**src/rtl/vga_timing_receiver.sv**
```systemverilog
// VGA timing receiver: registers the sync/blank/pixel pins, measures line and frame lengths,
// locks after LOCK_FRAMES good frames and emits coordinates. Define VGA_RX_CHECKSUM_EN for frame_sum.
module vga_timing_receiver #(
  parameter int H_TOTAL     = 800,
  parameter int V_TOTAL     = 525,
  parameter int LOCK_FRAMES = 2
) (
  input  logic        clk,
  input  logic        rst,
  input  logic        vga_hs,
  input  logic        vga_vs,
  input  logic        vga_blank_n,
  input  logic [23:0] rgb,
  output logic        pixel_valid,
  output logic [9:0]  posx,
  output logic [9:0]  posy,
  output logic [23:0] pixel_rgb,
  output logic        locked,
  output logic        frame_done,
  output logic        sync_error,
  output logic [31:0] frame_sum
);

  typedef enum logic [1:0] {
    SEARCH  = 2'd0,
    MEASURE = 2'd1,
    LOCKED  = 2'd2
  } state_t;

  localparam int         GOOD_W      = (LOCK_FRAMES < 2) ? 1 : $clog2(LOCK_FRAMES + 1);
  localparam logic [9:0] LINE_LAST   = 10'(H_TOTAL - 1);
  localparam logic [9:0] FRAME_LINES = 10'(V_TOTAL);
  localparam logic [9:0] CNT_MAX     = 10'h3FF;

  logic              hs_q, vs_q, blank_q, hs_prev_q, vs_prev_q;
  logic [23:0]       rgb_q;
  state_t            state_q, state_d;
  logic [GOOD_W-1:0] good_cnt_q, good_cnt_d, good_next;
  logic [9:0]        line_cnt_q, line_cnt_d;
  logic [9:0]        line_num_q, line_num_d, lines_seen;
  logic              frame_ok_q, frame_ok_d;
  logic [9:0]        px_q, px_d, py_q, py_d, x_base, y_base;
  logic              line_active_q, line_active_d;
  logic              pixel_valid_q, pixel_valid_d;
  logic [9:0]        posx_q, posx_d, posy_q, posy_d;
  logic [23:0]       pixel_rgb_q, pixel_rgb_d;
  logic              locked_q, locked_d;
  logic              frame_done_q, frame_done_d;
  logic              sync_error_q, sync_error_d;
  logic              hs_fall, vs_fall, line_bad, frame_good;

  // Syncs idle high so that leaving reset never fabricates a falling edge.
  always_ff @(posedge clk or posedge rst) begin
    if (rst) begin
      hs_q      <= 1'b1;
      vs_q      <= 1'b1;
      hs_prev_q <= 1'b1;
      vs_prev_q <= 1'b1;
      blank_q   <= 1'b0;
      rgb_q     <= 24'd0;
    end else begin
      hs_q      <= vga_hs;
      vs_q      <= vga_vs;
      hs_prev_q <= hs_q;
      vs_prev_q <= vs_q;
      blank_q   <= vga_blank_n;
      rgb_q     <= rgb;
    end
  end

  // A line ending on the same edge as VS still belongs to the frame being closed.
  always_comb begin
    hs_fall    = hs_prev_q & ~hs_q;
    vs_fall    = vs_prev_q & ~vs_q;
    line_bad   = hs_fall & (line_cnt_q != LINE_LAST);
    line_cnt_d = hs_fall ? 10'd0 : ((line_cnt_q == CNT_MAX) ? CNT_MAX : line_cnt_q + 10'd1);
    lines_seen = line_num_q;
    if (hs_fall && line_num_q != CNT_MAX) lines_seen = line_num_q + 10'd1;
    frame_good = frame_ok_q & ~line_bad & (lines_seen == FRAME_LINES);
    line_num_d = vs_fall ? 10'd0 : lines_seen;
    frame_ok_d = vs_fall ? 1'b1 : (frame_ok_q & ~line_bad);
  end

  always_comb begin
    state_d      = state_q;
    good_cnt_d   = good_cnt_q;
    good_next    = good_cnt_q + GOOD_W'(1);
    frame_done_d = 1'b0;
    sync_error_d = 1'b0;
    case (state_q)
      SEARCH: begin
        if (vs_fall) begin
          state_d    = MEASURE;
          good_cnt_d = '0;
        end
      end
      MEASURE: begin
        if (vs_fall) begin
          if (!frame_good) begin
            good_cnt_d = '0;
          end else if (good_next == GOOD_W'(LOCK_FRAMES)) begin
            state_d      = LOCKED;
            good_cnt_d   = '0;
            frame_done_d = 1'b1;
          end else begin
            good_cnt_d = good_next;
          end
        end
      end
      LOCKED: begin
        if (line_bad || (vs_fall && !frame_good)) begin
          state_d      = SEARCH;
          sync_error_d = 1'b1;
        end else if (vs_fall) begin
          frame_done_d = 1'b1;
        end
      end
      default: state_d = SEARCH;
    endcase
    locked_d = (state_d == LOCKED);
  end

  // Coordinate outputs hold the last active pixel while blanked.
  always_comb begin
    x_base        = hs_fall ? 10'd0 : px_q;
    y_base        = py_q;
    if (hs_fall && line_active_q) y_base = py_q + 10'd1;
    if (vs_fall) y_base = 10'd0;
    line_active_d = (hs_fall ? 1'b0 : line_active_q) | blank_q;
    px_d          = blank_q ? x_base + 10'd1 : x_base;
    py_d          = y_base;
    pixel_valid_d = blank_q & (state_q == LOCKED);
    posx_d        = blank_q ? x_base : posx_q;
    posy_d        = blank_q ? y_base : posy_q;
    pixel_rgb_d   = blank_q ? rgb_q : pixel_rgb_q;
  end

  always_ff @(posedge clk or posedge rst) begin
    if (rst) begin
      state_q       <= SEARCH;
      good_cnt_q    <= '0;
      line_cnt_q    <= 10'd0;
      line_num_q    <= 10'd0;
      frame_ok_q    <= 1'b0;
      px_q          <= 10'd0;
      py_q          <= 10'd0;
      line_active_q <= 1'b0;
      pixel_valid_q <= 1'b0;
      posx_q        <= 10'd0;
      posy_q        <= 10'd0;
      pixel_rgb_q   <= 24'd0;
      locked_q      <= 1'b0;
      frame_done_q  <= 1'b0;
      sync_error_q  <= 1'b0;
    end else begin
      state_q       <= state_d;
      good_cnt_q    <= good_cnt_d;
      line_cnt_q    <= line_cnt_d;
      line_num_q    <= line_num_d;
      frame_ok_q    <= frame_ok_d;
      px_q          <= px_d;
      py_q          <= py_d;
      line_active_q <= line_active_d;
      pixel_valid_q <= pixel_valid_d;
      posx_q        <= posx_d;
      posy_q        <= posy_d;
      pixel_rgb_q   <= pixel_rgb_d;
      locked_q      <= locked_d;
      frame_done_q  <= frame_done_d;
      sync_error_q  <= sync_error_d;
    end
  end

  assign pixel_valid = pixel_valid_q;
  assign posx        = posx_q;
  assign posy        = posy_q;
  assign pixel_rgb   = pixel_rgb_q;
  assign locked      = locked_q;
  assign frame_done  = frame_done_q;
  assign sync_error  = sync_error_q;

`ifdef VGA_RX_CHECKSUM_EN
  logic [31:0] sum_acc_q, sum_acc_d, frame_sum_q, frame_sum_d, sum_total;

  // Accumulate on the stage feeding pixel_rgb so frame_sum appears together with frame_done.
  always_comb begin
    sum_total   = sum_acc_q + (pixel_valid_d ? {8'd0, rgb_q} : 32'd0);
    sum_acc_d   = sum_total;
    frame_sum_d = frame_sum_q;
    if (frame_done_d) frame_sum_d = sum_total;
    if (vs_fall || state_q != LOCKED) sum_acc_d = 32'd0;
  end

  always_ff @(posedge clk or posedge rst) begin
    if (rst) begin
      sum_acc_q   <= 32'd0;
      frame_sum_q <= 32'd0;
    end else begin
      sum_acc_q   <= sum_acc_d;
      frame_sum_q <= frame_sum_d;
    end
  end

  assign frame_sum = frame_sum_q;
`else
  assign frame_sum = 32'd0;
`endif

endmodule

```
**config.mk**
```make
export PLATFORM = sky130hd
export DESIGN_NAME = vga_timing_receiver
export DESIGN_NICKNAME = d
export VERILOG_FILES = /design/src/rtl/vga_timing_receiver.sv
export SDC_FILE = /design/constraint.sdc
export NUM_CORES = 1
export LEC_CHECK = 0
export ABC_AREA = 1
export CELL_PAD_IN_SITES_DETAIL_PLACEMENT = 1
export CELL_PAD_IN_SITES_GLOBAL_PLACEMENT = 1
export CORE_MARGIN = 10
export CORE_UTILIZATION = 30
export CTS_CLUSTER_DIAMETER = 100
export CTS_CLUSTER_SIZE = 25
export DETAILED_ROUTE_END_ITERATION = 7
export GPL_ROUTABILITY_DRIVEN = 0
export GPL_TIMING_DRIVEN = 0
export PLACE_DENSITY_LB_ADDON = 0.12
export SLEW_MARGIN = 40
export SYNTH_ARGS = -nofsm -noshare
export SYNTH_HDL_FRONTEND = slang
export SYNTH_SLANG_ARGS = --single-unit
```
**constraint.sdc**
```tcl
create_clock -name clk -period 8.5 [get_ports clk]
set_input_delay 2.125 -clock clk [delete_from_list [all_inputs] [get_ports clk]]
set_output_delay 2.125 -clock clk [all_outputs]
set_load 0.01 [all_outputs]
```
==> run metrics, run 1 <==
Initial Util=slightly above 30%; clk_lat worst skew=about 400 ps; CTS tree=built; post-synthesis register bit count=123; via/cell ratio=4.25; WL final=13200 µm; syn_area_per_cell=9.21 µm²; Worst Hold Depth=0; # hold bufs at CTS=0; Worst path max stage delay=between 500 and 600 ps; share of Yosys cell area claimed by the top area cell type=56.1%; Setup Viol. Count Final=0; Max VDD drop=0.000164 V; final slew viol count=0; Arr. time, crit path=1360 ps; most common cell in the netlist=nand2_1; most used flip-flop cell after synthesis=dfrtp_1; Global Route Usage Sum=between 10% and 20%; first-pass GRT wire length=22500 µm; Crit Path Category=register to output pin; Worst path depth=1; outcome=completed; number of routed nets with antenna violations=0; worst r2r src=hs_q$_DFF_PP1_; Setup Skew=5.75 ps; MaxCap Viol Count=0; Synth area leader=dfrtp_1; hold crit path type=register to register; clk slew on worst S/H paths=60 ps; Post-DP HPWL=between 9000 and 10000 µm; Worst Path Max Fanout=2; CP Launch Point=posy[8]$_DFFE_PP0P_; TNS Setup=0 ps; TritonCTS buffer count=17; drc violations=0; initial antenna violation count=0; min Tclk post-route=between 3000 and 4000 ps; Die W=153 µm; Tcrit/Tclk final=approximately two fifths; Post-CTS Setup Bufs=0; DRT met1 WL=roughly 5600 µm; gr ovfl total=0; layout cells sized above 1=13.0%; H-tree depth=4; worst slew pin tran=537 ps; EDFF count, synth=0; clock root buffer=clkbuf_16; crit path launch type=register; post-CTS sizing=0; Syn Std Cell Area=5310 µm²; clk sink count=123; nets=741; Area growth syn-to-layout=32.7%; crit-path cells=clkdlybuf4s50_1; highest metal used=met4; Die Height=153 µm; largest net degree at the start of global routing=74; Syn Inst Count=577; Vias=~4000; register area share after synthesis=about 58%; top cells by count, synth=nand2_1, dfrtp_1, inv_1; vias in the first global route=4493; FMAX=0.287 GHz; Synthesis Warnings=0; Buffers on Ports=76; synth unique cells=31; core area=17400 µm²; slowest CP cell=clkdlybuf4s50_1; metal2 WL=6550 µm; RSZ-0062 raised after global routing=false; # IOs=109; Leak=roughly 3.5 nW; met3 routed WL=949 µm; ranking of synthesized cells by area=dfrtp_1, nand2_1, buf_4; FFs w/ async S/R, synth=100%; Setup crit end kind=output pin; PD cells=214 nW/µm²; family with the most delay on the worst path=buffers and inverters; cell depth of the worst flop-to-flop path=12; # diodes=0; DR iter-0 viols=98; Worst Hold Launch=vs_q$_DFF_PP1_; Slew Limit Headroom=64.2%; row count=48; TritonRoute pass-1 iters=4; final design utilization=40.6%; die area=23400 µm²; clk buf depth=2; Routed wire per std cell=~14 µm; Fin. Hold Viols=0; Critical Path RT=6380 ps; Buf/Inv on CP=1
==> path summary, 6_finish.rpt <==
kind / slack, ps / endpoint
setup / recovery: 5010 / posy[8]
hold / removal: 370 / vs_prev_q$_DFF_PP1_
setup reg to reg: 6110 / px_q[8]$_DFF_PP0_
hold reg to reg: 370 / vs_prev_q$_DFF_PP1_
max in group asynchronous: 5660 / vs_prev_q$_DFF_PP1_
min in group asynchronous: 2120 / rgb_q[13]$_DFF_PP0_
==> cell usage in the layout (no fill, tap or decap), types with 10 or more instances in the layout <==
master           instances
clkbuf_1                11
o21ai_0                 17
inv_1                   51
conb_1                  32
dfrtp_1                119
nor2_1                  35
nand2_1                189
xor2_1                  11
nand4_1                 10
clkbuf_16               17
nand3_1                 23
a21oi_1                 21
buf_4                   32
clkdlybuf4s50_1         76
==> logic make-up after synthesis <==
| kind of cell | Yosys count | share of synthesized area, % |
|---|---|---|
| AND/OR/NAND/NOR | 284 | 23.2 |
| flip-flops | 123 | 58.0 |
| buffers and inverters | 102 | 9.96 |
| AO/OA/AOI/OAI | 43 | 4.24 |
| XOR/XNOR | 16 | 2.64 |
| adder cells (fa/ha/maj) | 8 | 1.88 |
| other | 1 | 0.0706 |
==> state kept, by name, summed over array words and instances (netlist names), 2 cells and up <==
name        cells
pixel_rgb      24
rgb_q          24
line_cnt_q     10
line_num_q     10
posx           10
posy           10
px_q           10
py_q           10
good_cnt_q      2
state_q         2
==> where the power goes <==
part           switching (mW)  total, mW  internal [mW]
combinational           0.105      0.193         0.0879
clock                   0.280      0.657          0.377
sequential             0.0275      0.657          0.629
total                   0.412       1.51           1.09
==> metal layers <==
layer,vias to the layer above,track usage [%]
li1,1986,-
met1,1925,13.2
met2,79,19.3
met3,12,5.33
met4,0,3.41
met5,-,0
==> layout make-up <==
class | instances | area [µm²]
clock buffer | 17 | 425
inverter | 56 | 223
clock inverter | 15 | 118
multi-input combinational | 383 | 1820
timing repair buffer | 77 | 788
buffer | 46 | 314
fill | 1988 | 10300
sequential | 123 | 3080
tap | 225 | 282
==> metrics by stage <==
step	power (mW)	hold slack, ps	std cells	worst slack, ps	cell area [µm²]
2_1_floorplan	0.778	354	608	3110	5430
3_3_place_gp	0.854	357	909	1180	6470
3_5_place_dp	0.863	361	910	5180	6500
4_1_cts	1.53	367	942	4980	7050
5_1_grt	1.59	376	942	4950	7050
6_report	1.51	366	942	5010	7050
No activity file was read; power rests on OpenSTA's default activity.
==> run 2, diff against run 1 <==
==> constraint.sdc (replaced) <==
create_clock -name clk -period 3.2 [get_ports clk]
set_input_delay 0.8 -clock clk [delete_from_list [all_inputs] [get_ports clk]]
set_output_delay 0.8 -clock clk [all_outputs]
set_load 0.01 [all_outputs]
==> run metrics, run 2 (synthesized netlist as in run 1, its figures left out) <==
outcome=completed; most frequent cells in the layout=nand2_1, dfrtp_1, clkdlybuf4s50_1; layout cells sized above 1=13.7% (+0.72 points); Crit Path Category=register to register; via/cell ratio=4.29 (+1.0%); CTS tree=built; Total Power=4.10 mW (+170%); gr ovfl total=0 (unchanged); Area growth syn-to-layout=36.1%; Worst Path Max Fanout=10 (+8); Setup Viol. Count Final=0 (unchanged); # hold bufs at CTS=0 (unchanged); crit-path cells=inv_2 > nand2_4 > clkinv_4 > clkbuf_8 > nor2_2 > ha_1 > nand2_1 > nor3_1 > nand3_1 > nor3_1 > a21oi_1 > a21oi_1; clk sink count=123 (unchanged); clk_lat worst skew=420 ps (about the same); clk buf depth=2 (unchanged); Finished Layout Cells=948 (+0.64%); final slew viol count=0 (unchanged); WL final=13500 µm (+2.4%); crit path launch type=register; Tcrit/Tclk final=roughly 76%; Arr. time, crit path=2780 ps (+1420 ps); TNS Setup=0 ps (unchanged); Post-DP HPWL=10300 µm (+4.9%); Critical Path RT=3540 ps (-2840 ps); Max VDD drop=0.000359 V (+120%); Post-CTS Setup Bufs=0 (unchanged); die area=23400 µm² (unchanged); H-tree depth=4 (unchanged); # diodes=0 (unchanged); Slew Limit Headroom=60.0% (-4.2 points); core area=17400 µm² (unchanged); clock root buffer=clkbuf_16; most common cell after layout, fill and taps aside=nand2_1; PD cells=567 nW/µm² (+170%); post-CTS sizing=0 (unchanged); Setup Skew=8.52 ps (+2.77 ps); Hold WS=373 ps (+6.38 ps); row count=48 (unchanged); Vias=4069 (+1.7%); drc violations=0 (unchanged); Buffers on Ports=76 (unchanged); final design utilization=41.6% (+1.0 points); Worst path max stage delay=540 ps (-30 ps); Leak=3.55 nW (+2.5%); first-pass GRT wire length=23200 µm (+3.0%); Die Height=153 µm (unchanged); RSZ-0062 raised after global routing=false; placed cell area=6670 µm² (+2.5%); Die W=153 µm (unchanged); FMAX=just over 0.4 GHz; number of routed nets with antenna violations=0 (unchanged); # IOs=109 (unchanged); post-layout instance area=7230 µm² (+2.6%); nets=747 (+0.81%); MaxCap Viol Count=0 (unchanged); worst slew pin tran=600 ps (+62.4 ps); TritonRoute pass-1 iters=4 (unchanged); Final WS setup=762 ps (-4250 ps); clk slew on worst S/H paths=60 ps (about the same); Routed wire per std cell=14.3 µm (+1.7%); DR iter-0 viols=137 (+40%); Fin. Hold Viols=0 (unchanged); Global Route Usage Sum=12.0% (+0.36 points); largest net degree at the start of global routing=22 (-70%); vias in the first global route=4638 (+3.2%); Post-Place Worst Slack=810 ps (-4370 ps); min Tclk post-route=2440 ps; initial antenna violation count=0 (unchanged); Initial Util=30.6% (unchanged); TritonCTS buffer count=17 (unchanged); slowest CP cell=dfstp_2; Setup crit end kind=register; placed cells=916 (+0.66%); hold crit path type=register to register
## run 2: cell types whose count changed in the layout (fill, tap and decap cells not counted), sizes merged
cell,previous run,this run
buf,34,40
inv,60,55
clkinv,7,11
bufinv,0,1
clkbuf,30,31
clkinvlp,4,3
## run 2: worst paths after layout
path	start	to	slack (ps)	cells past startpoint
worst min register to register	vs_q$_DFF_PP1_	vs_prev_q$_DFF_PP1_	370	0
worst min-delay path	vs_q$_DFF_PP1_	vs_prev_q$_DFF_PP1_	370	0
worst max-delay path	hs_q$_DFF_PP1_	px_q[8]$_DFF_PP0_	760	12
min in group asynchronous	rst	pixel_rgb[11]$_DFFE_PP0P_	700	2
worst max register to register	hs_q$_DFF_PP1_	px_q[8]$_DFF_PP0_	760	12
max in group asynchronous	rst	hs_q$_DFF_PP1_	1700	5
## run 2: worst max-delay path: cells and delay by family, from the launching register on
family / cells / cell delay, ps
buf+inv: 3 / 280
fa+ha+maj: 1 / 160
simple gates: 6 / 1160
compound gates: 2 / 210
flops: 1 / 540
## run 2: power breakdown
part | leakage (nW) | internal (mW) | switching, mW
logic | 1.70 | 0.253 | 0.286
registers | 1.58 | 1.67 | 0.0732
clock network | 0.276 | 1.09 | 0.727
## run 2: final cells by class
class	instances	area, µm²
clock inverter	14	123
sequential	123	3080
clock buffer	18	439
multi-input combinational	383	1820
tap	225	282
fill	1969	10100
timing repair buffer	83	953
inverter	56	219
buffer	46	314
## run 2: layer usage
| layer | vias up | routed length [µm] | GRT usage, % |
|---|---|---|---|
| li1 | 1999 | - | - |
| met1 | 1970 | 5740 | 13.3 |
| met2 | 83 | 6680 | 20.1 |
| met3 | 17 | 952 | 5.70 |
| met4 | 0 | 160 | 3.45 |
| met5 | - | 0 | 0 |
